[config.mk]
export PLATFORM = sky130hd
export DESIGN_NAME = fifo_stream_reader
export DESIGN_NICKNAME = d
export VERILOG_FILES = /design/src/rtl/fifo_stream_reader.sv
export SDC_FILE = /design/constraint.sdc
export NUM_CORES = 1
export LEC_CHECK = 0
export CAP_MARGIN = 20
export CORE_MARGIN = 2
export CORE_UTILIZATION = 52
export DETAILED_ROUTE_END_ITERATION = 8
export PLACE_DENSITY = 0.95
export SYNTH_ARGS = -nofsm -noshare
export SYNTH_HDL_FRONTEND = slang
export SYNTH_SLANG_ARGS = --single-unit
[constraint.sdc]
create_clock -name clk -period 4.9 [get_ports clk]
set_clock_uncertainty 0.05 [all_clocks]
set_input_delay 0.735 -clock clk [delete_from_list [all_inputs] [get_ports clk]]
set_output_delay 0.735 -clock clk [all_outputs]
set_load 0.05 [all_outputs]
[src/rtl/fifo_stream_reader.sv]
// Pulls words from a show-ahead FIFO into a 2-entry skid buffer and
// streams them out valid/ready with per-frame sop/eop markers.
module fifo_stream_reader #(
  parameter int DWID = 16,
  parameter int BLEN = 4
) (
  input  logic            clk,
  input  logic            rst,
  input  logic            fifo_empty_i,
  input  logic [DWID-1:0] fifo_rdata_i,
  output logic            fifo_rd_o,
  input  logic            flush_i,
  output logic            m_valid_o,
  input  logic            m_ready_i,
  output logic [DWID-1:0] m_data_o,
  output logic            m_sop_o,
  output logic            m_eop_o
);

  localparam int CW = $clog2(BLEN);
  localparam logic [CW-1:0] LAST = CW'(BLEN - 1);

  typedef enum logic [1:0] {
    EMPTY = 2'd0,
    HALF  = 2'd1,
    FULL  = 2'd2
  } state_t;

  state_t          state_q, state_nx;
  logic [DWID-1:0] buf0_q, buf0_nx;
  logic [DWID-1:0] buf1_q, buf1_nx;
  logic [CW-1:0]   cnt_q, cnt_nx;
  logic            push, pop;

  assign fifo_rd_o = rst & ~fifo_empty_i
                   & (state_q != FULL) & ~flush_i;
  assign push = fifo_rd_o;
  assign pop  = m_valid_o & m_ready_i & ~flush_i;

  assign m_valid_o = (state_q != EMPTY);
  assign m_data_o  = buf0_q;
  assign m_sop_o   = m_valid_o & (cnt_q == '0);
  assign m_eop_o   = m_valid_o & (cnt_q == LAST);

  always_ff @(posedge clk or negedge rst) begin
    if (!rst) begin
      state_q <= EMPTY;
      buf0_q  <= '0;
      buf1_q  <= '0;
      cnt_q   <= '0;
    end else begin
      state_q <= state_nx;
      buf0_q  <= buf0_nx;
      buf1_q  <= buf1_nx;
      cnt_q   <= cnt_nx;
    end
  end

  always_comb begin
    state_nx = state_q;
    buf0_nx  = buf0_q;
    buf1_nx  = buf1_q;
    cnt_nx   = cnt_q;
    if (flush_i) begin
      state_nx = EMPTY;
      cnt_nx   = '0;
    end else begin
      if (pop) begin
        cnt_nx = (cnt_q == LAST) ? '0 : cnt_q + CW'(1);
      end
      unique case (state_q)
        EMPTY: begin
          if (push) begin
            buf0_nx  = fifo_rdata_i;
            state_nx = HALF;
          end
        end
        HALF: begin
          if (push && pop) begin
            buf0_nx = fifo_rdata_i;
          end else if (push) begin
            buf1_nx  = fifo_rdata_i;
            state_nx = FULL;
          end else if (pop) begin
            state_nx = EMPTY;
          end
        end
        FULL: begin
          if (pop) begin
            buf0_nx  = buf1_q;
            state_nx = HALF;
          end
        end
        default: state_nx = EMPTY;
      endcase
    end
  end

endmodule

## After elaboration in Yosys (flattened, before gate mapping)

Index checks and enable logic that the tools add are counted.

| storage, ports and cells | value |
|---|---|
| register bits after elaboration | 36 |
| input bits | 21 |
| word-level logic and storage cells | 49 |

| cells by class | value |
|---|---|
| mux-type cells | 14 |
| $add $sub $neg | 1 |
| reduce and logical (&&, ||, !) cells | 9 |
| eq/ne operators | 11 |
| bitwise logic cells | 10 |

Operator list:

| operator | number |
|---|---|
| $mux 16 | 3 |
| $pmux 16 s3 | 1 |
| $mux 2 | 9 |
| $ne 3x3->1 const B | 3 |
| $ne 2x2->1 const B | 4 |
| $reduce_and 4->1 | 2 |
| $and 1x1->1 | 7 |
| $pmux 2 s3 | 1 |
| $reduce_and 5->1 | 1 |
| $eq 2x2->1 const B | 2 |
| $logic_not 2->1 | 2 |
| $ne 4x4->1 const B | 1 |
| $reduce_bool 2->1 | 2 |
| $not 1->1 | 3 |
| $reduce_bool 3->1 | 1 |
| $add 2x1->2 const B | 1 |
| $eq 2x1->1 const B | 1 |
| $logic_and 1x1->1 | 1 |

## Longest topological paths before layout

| depth | value |
|---|---|
| word-level depth | 8 |
| depth in mapped cells | 6 |

## Worst setup path after synthesis

No wires, ideal clock.

| timing | value |
|---|---|
| kind | register -> output |
| from | reg state_q[1] |
| to | out fifo_rd_o |
| buffers on the path | 2 |
| setup slack | 2.080 ns |
| data arrival time | 2.035 ns |
| data required time | 4.115 ns |
| stages on the path, launching flop included | 5 |
| cells stage by stage | dfrtp_1 nor2b_1 buf_2 buf_2 nor3_1 |

| between the ends | value |
|---|---|
| cells in the longest elaborated chain, start to end | 3 |

RTL lines:

| element | RTL line | source |
|---|---|---|
| start: declaration | 29 | `state_t state_q, state_nx;` |
| start signal: assignment | 52 | `state_q <= state_nx;` |
| $ne 2x2->1 | 36 | `& (state_q != FULL) & ~flush_i;` |
| $and 1x1->1 (2 in a row) | 36 |  |
| end: declaration | 11 | `output logic fifo_rd_o,` |

No other way between the ends.

## Worst setup path in the final report

| timing | value |
|---|---|
| from | in rst |
| to | out fifo_rd_o |

| between the ends | value |
|---|---|
| cells in the longest elaborated chain, start to end | 3 |

RTL lines:

| element | RTL line | source |
|---|---|---|
| start: declaration | 8 | `input logic rst,` |
| $and 1x1->1 | 35 | `assign fifo_rd_o = rst & ~fifo_empty_i` |
| $and 1x1->1 (2 in a row) | 36 |  |

No other way between the ends.

==> run metrics <==
die area=3630 sq um; fmax=0.315 GHz; Slew Limit Fails=0; Synth Area per Inst=12.2 sq um; PnR Total Power=783 uW; largest net degree at the start of global routing=39; I/O pins=41; Placeable Area=3030 sq um; TritonCTS clock tree=yes; Maximum Capacitance Violations=0; I/O Buffers=40; GRT Total Usage=22.1%; HP Class=in -> async; crit start category=input port; Setup Buffers After CTS=0; initial antenna violation count=0; most frequent cells in the layout=clkdlybuf4s50_1, dfrtp_1, mux2i_1; CP max FO=38; Worst Reg-to-Reg Cells=3; die height=60.3 um; Pleak=0.000963 uW; CP Class=in -> out; Critical Path Start=rst; Tcrit/Tclk final=64.7%; DRT iter0 DRCs=84; Syn Std Cell Area=1650 sq um; total congestion overflow=0; Die W=60.3 um; Slew @ Worst Pin=931 ps; synthesis-to-layout area growth=29.2%; gpl congestion=0.731; Finish-stage setup viols=0; 1st-pass router iterations=4; Clock Tree Buf Depth=2; CTS Buf Count=5; Yosys warnings=0; synthesis-stage register bit count=36; CP Data Required Time=4120 ps; post-route ant nets=0; via count=1,174; Initial Util=54.4%; Worst-path clk slew=100 ps; ant diodes=0; WL final=3300 um; Root Buffer=clkbuf_4; global-route wire length before repair=5750 um; fin crit period=3170 ps; commonest non-fill, non-tap cell in the layout=clkdlybuf4s50_1; maximum VDD drop=0.196 mV; status=finished, final reports clean; register area share after synthesis=54.7%; Synth Net Count=158; R2R Setup Slk=2820 ps; R2R Path End=buf1_q[6]; FP Rows=20; Final Hold Viols=0; DRC=0; vias per cell=5.29; RR Startpoint=state_q[0]; CTS Sinks=36; RSZ-0062 raised after global routing=false; Final HPWL DP=2370 um; post-cts resize count=0; pwr/cell area=368 nW/um^2; DR WL/cell=14.9 um; vias in the first global route=1,315; nets=200; setup tns final=0 ps; hold bufs inserted after CTS=0; Post-Syn Instances=135; crit path DAT=2390 ps; Worst-Skew Late Latency=340 ps; CTS H-tree lvls=2; Yosys cell types=24; Slew headroom=38.0%; layout cells sized above 1=11.8%; critical path capture point type=primary output
metal layers:
metal | GRT usage [%] | wire length (um) | vias up
met5 | 0 | 0 | -
met4 | 10.2 | 104 | 0
met3 | 6.71 | 173 | 11
met2 | 38.0 | 1690 | 40
met1 | 24.9 | 1330 | 578
li1 | - | - | 545
cells by family (layout without fill, tap and decap cells):
| kind of cell | Yosys count | in the layout | synth area share (%) |
|---|---|---|---|
| XOR/XNOR | 1 | 1 | 0.532 |
| multiplexers | 33 | 33 | 23.3 |
| adder cells (fa/ha/maj) | 2 | 2 | 1.52 |
| buffers and inverters | 13 | 56 | 4.86 |
| AO/OA/AOI/OAI | 21 | 21 | 6.99 |
| AND/OR/NAND/NOR | 29 | 29 | 8.05 |
| flip-flops | 36 | 36 | 54.7 |
synthesized netlist by cell type (all sizes together):
library cell,n,area [sq um]
a21oi,1,5.00
a22oi,1,7.51
a32oi,1,8.76
buf,7,57.6
clkbuf,1,3.75
dfrtp,36,901
ha,2,25.0
inv,5,18.8
mux2,16,214
mux2i,17,170
nand2,16,60.1
nand2b,2,12.5
nor2,4,15.0
nor2b,3,18.8
nor3,2,10.0
nor4b,1,8.76
o21ai,17,85.1
o41ai,1,8.76
or4,1,7.51
xor2,1,8.76
sequential cells by signal (all words and copies together), names as in the netlist:
register / cells
state_q: 2
buf1_q: 16
cnt_q: 2
m_data_o: 16
power breakdown:
part | internal, uW | switching [uW] | leakage [uW]
sequential | 345 | 29.1 | 0.000467
combinational | 96.9 | 148 | 0.000464
clock | 70.8 | 92.4 | 0.0000326
cell type report:
class                           instances  area, sq um
Multi-Input combinational cell         86          676
Tap cell                               44         55.1
Fill cell                             229          901
Inverter                                5         18.8
Clock buffer                            8         58.8
Timing Repair Buffer                   43          418
Sequential cell                        36          901
worst max-delay path by stage:
stage                     end  cells past startpoint
CTS                 fifo_rd_o                      5
global placement    fifo_rd_o                      5
floorplan           fifo_rd_o                      4
detailed placement  fifo_rd_o                      5
finish              fifo_rd_o                      5
global route        fifo_rd_o                      5
critical path: stages:
cell             delay, ps
buf_2                   70
buf_4                  400
nand2b_1               180
nor3_1                 160
clkdlybuf4s50_1        820
per-stage QoR:
stage / setup slack (ps) / instance area, sq um / instances / util [%] / hold WS, ps
final: 1730 / 2130 / 222 / 70.2 / 374
after global placement: 1770 / 2070 / 214 / 68.3 / 418
after floorplan: 2080 / 1650 / 135 / - / 389
after CTS: 1720 / 2130 / 222 / 70.2 / 363
after detailed placement: 1720 / 2070 / 214 / 68.3 / 435
after global routing: 1640 / 2130 / 222 / 70.2 / 375
Power figures use the tool's default switching activity.
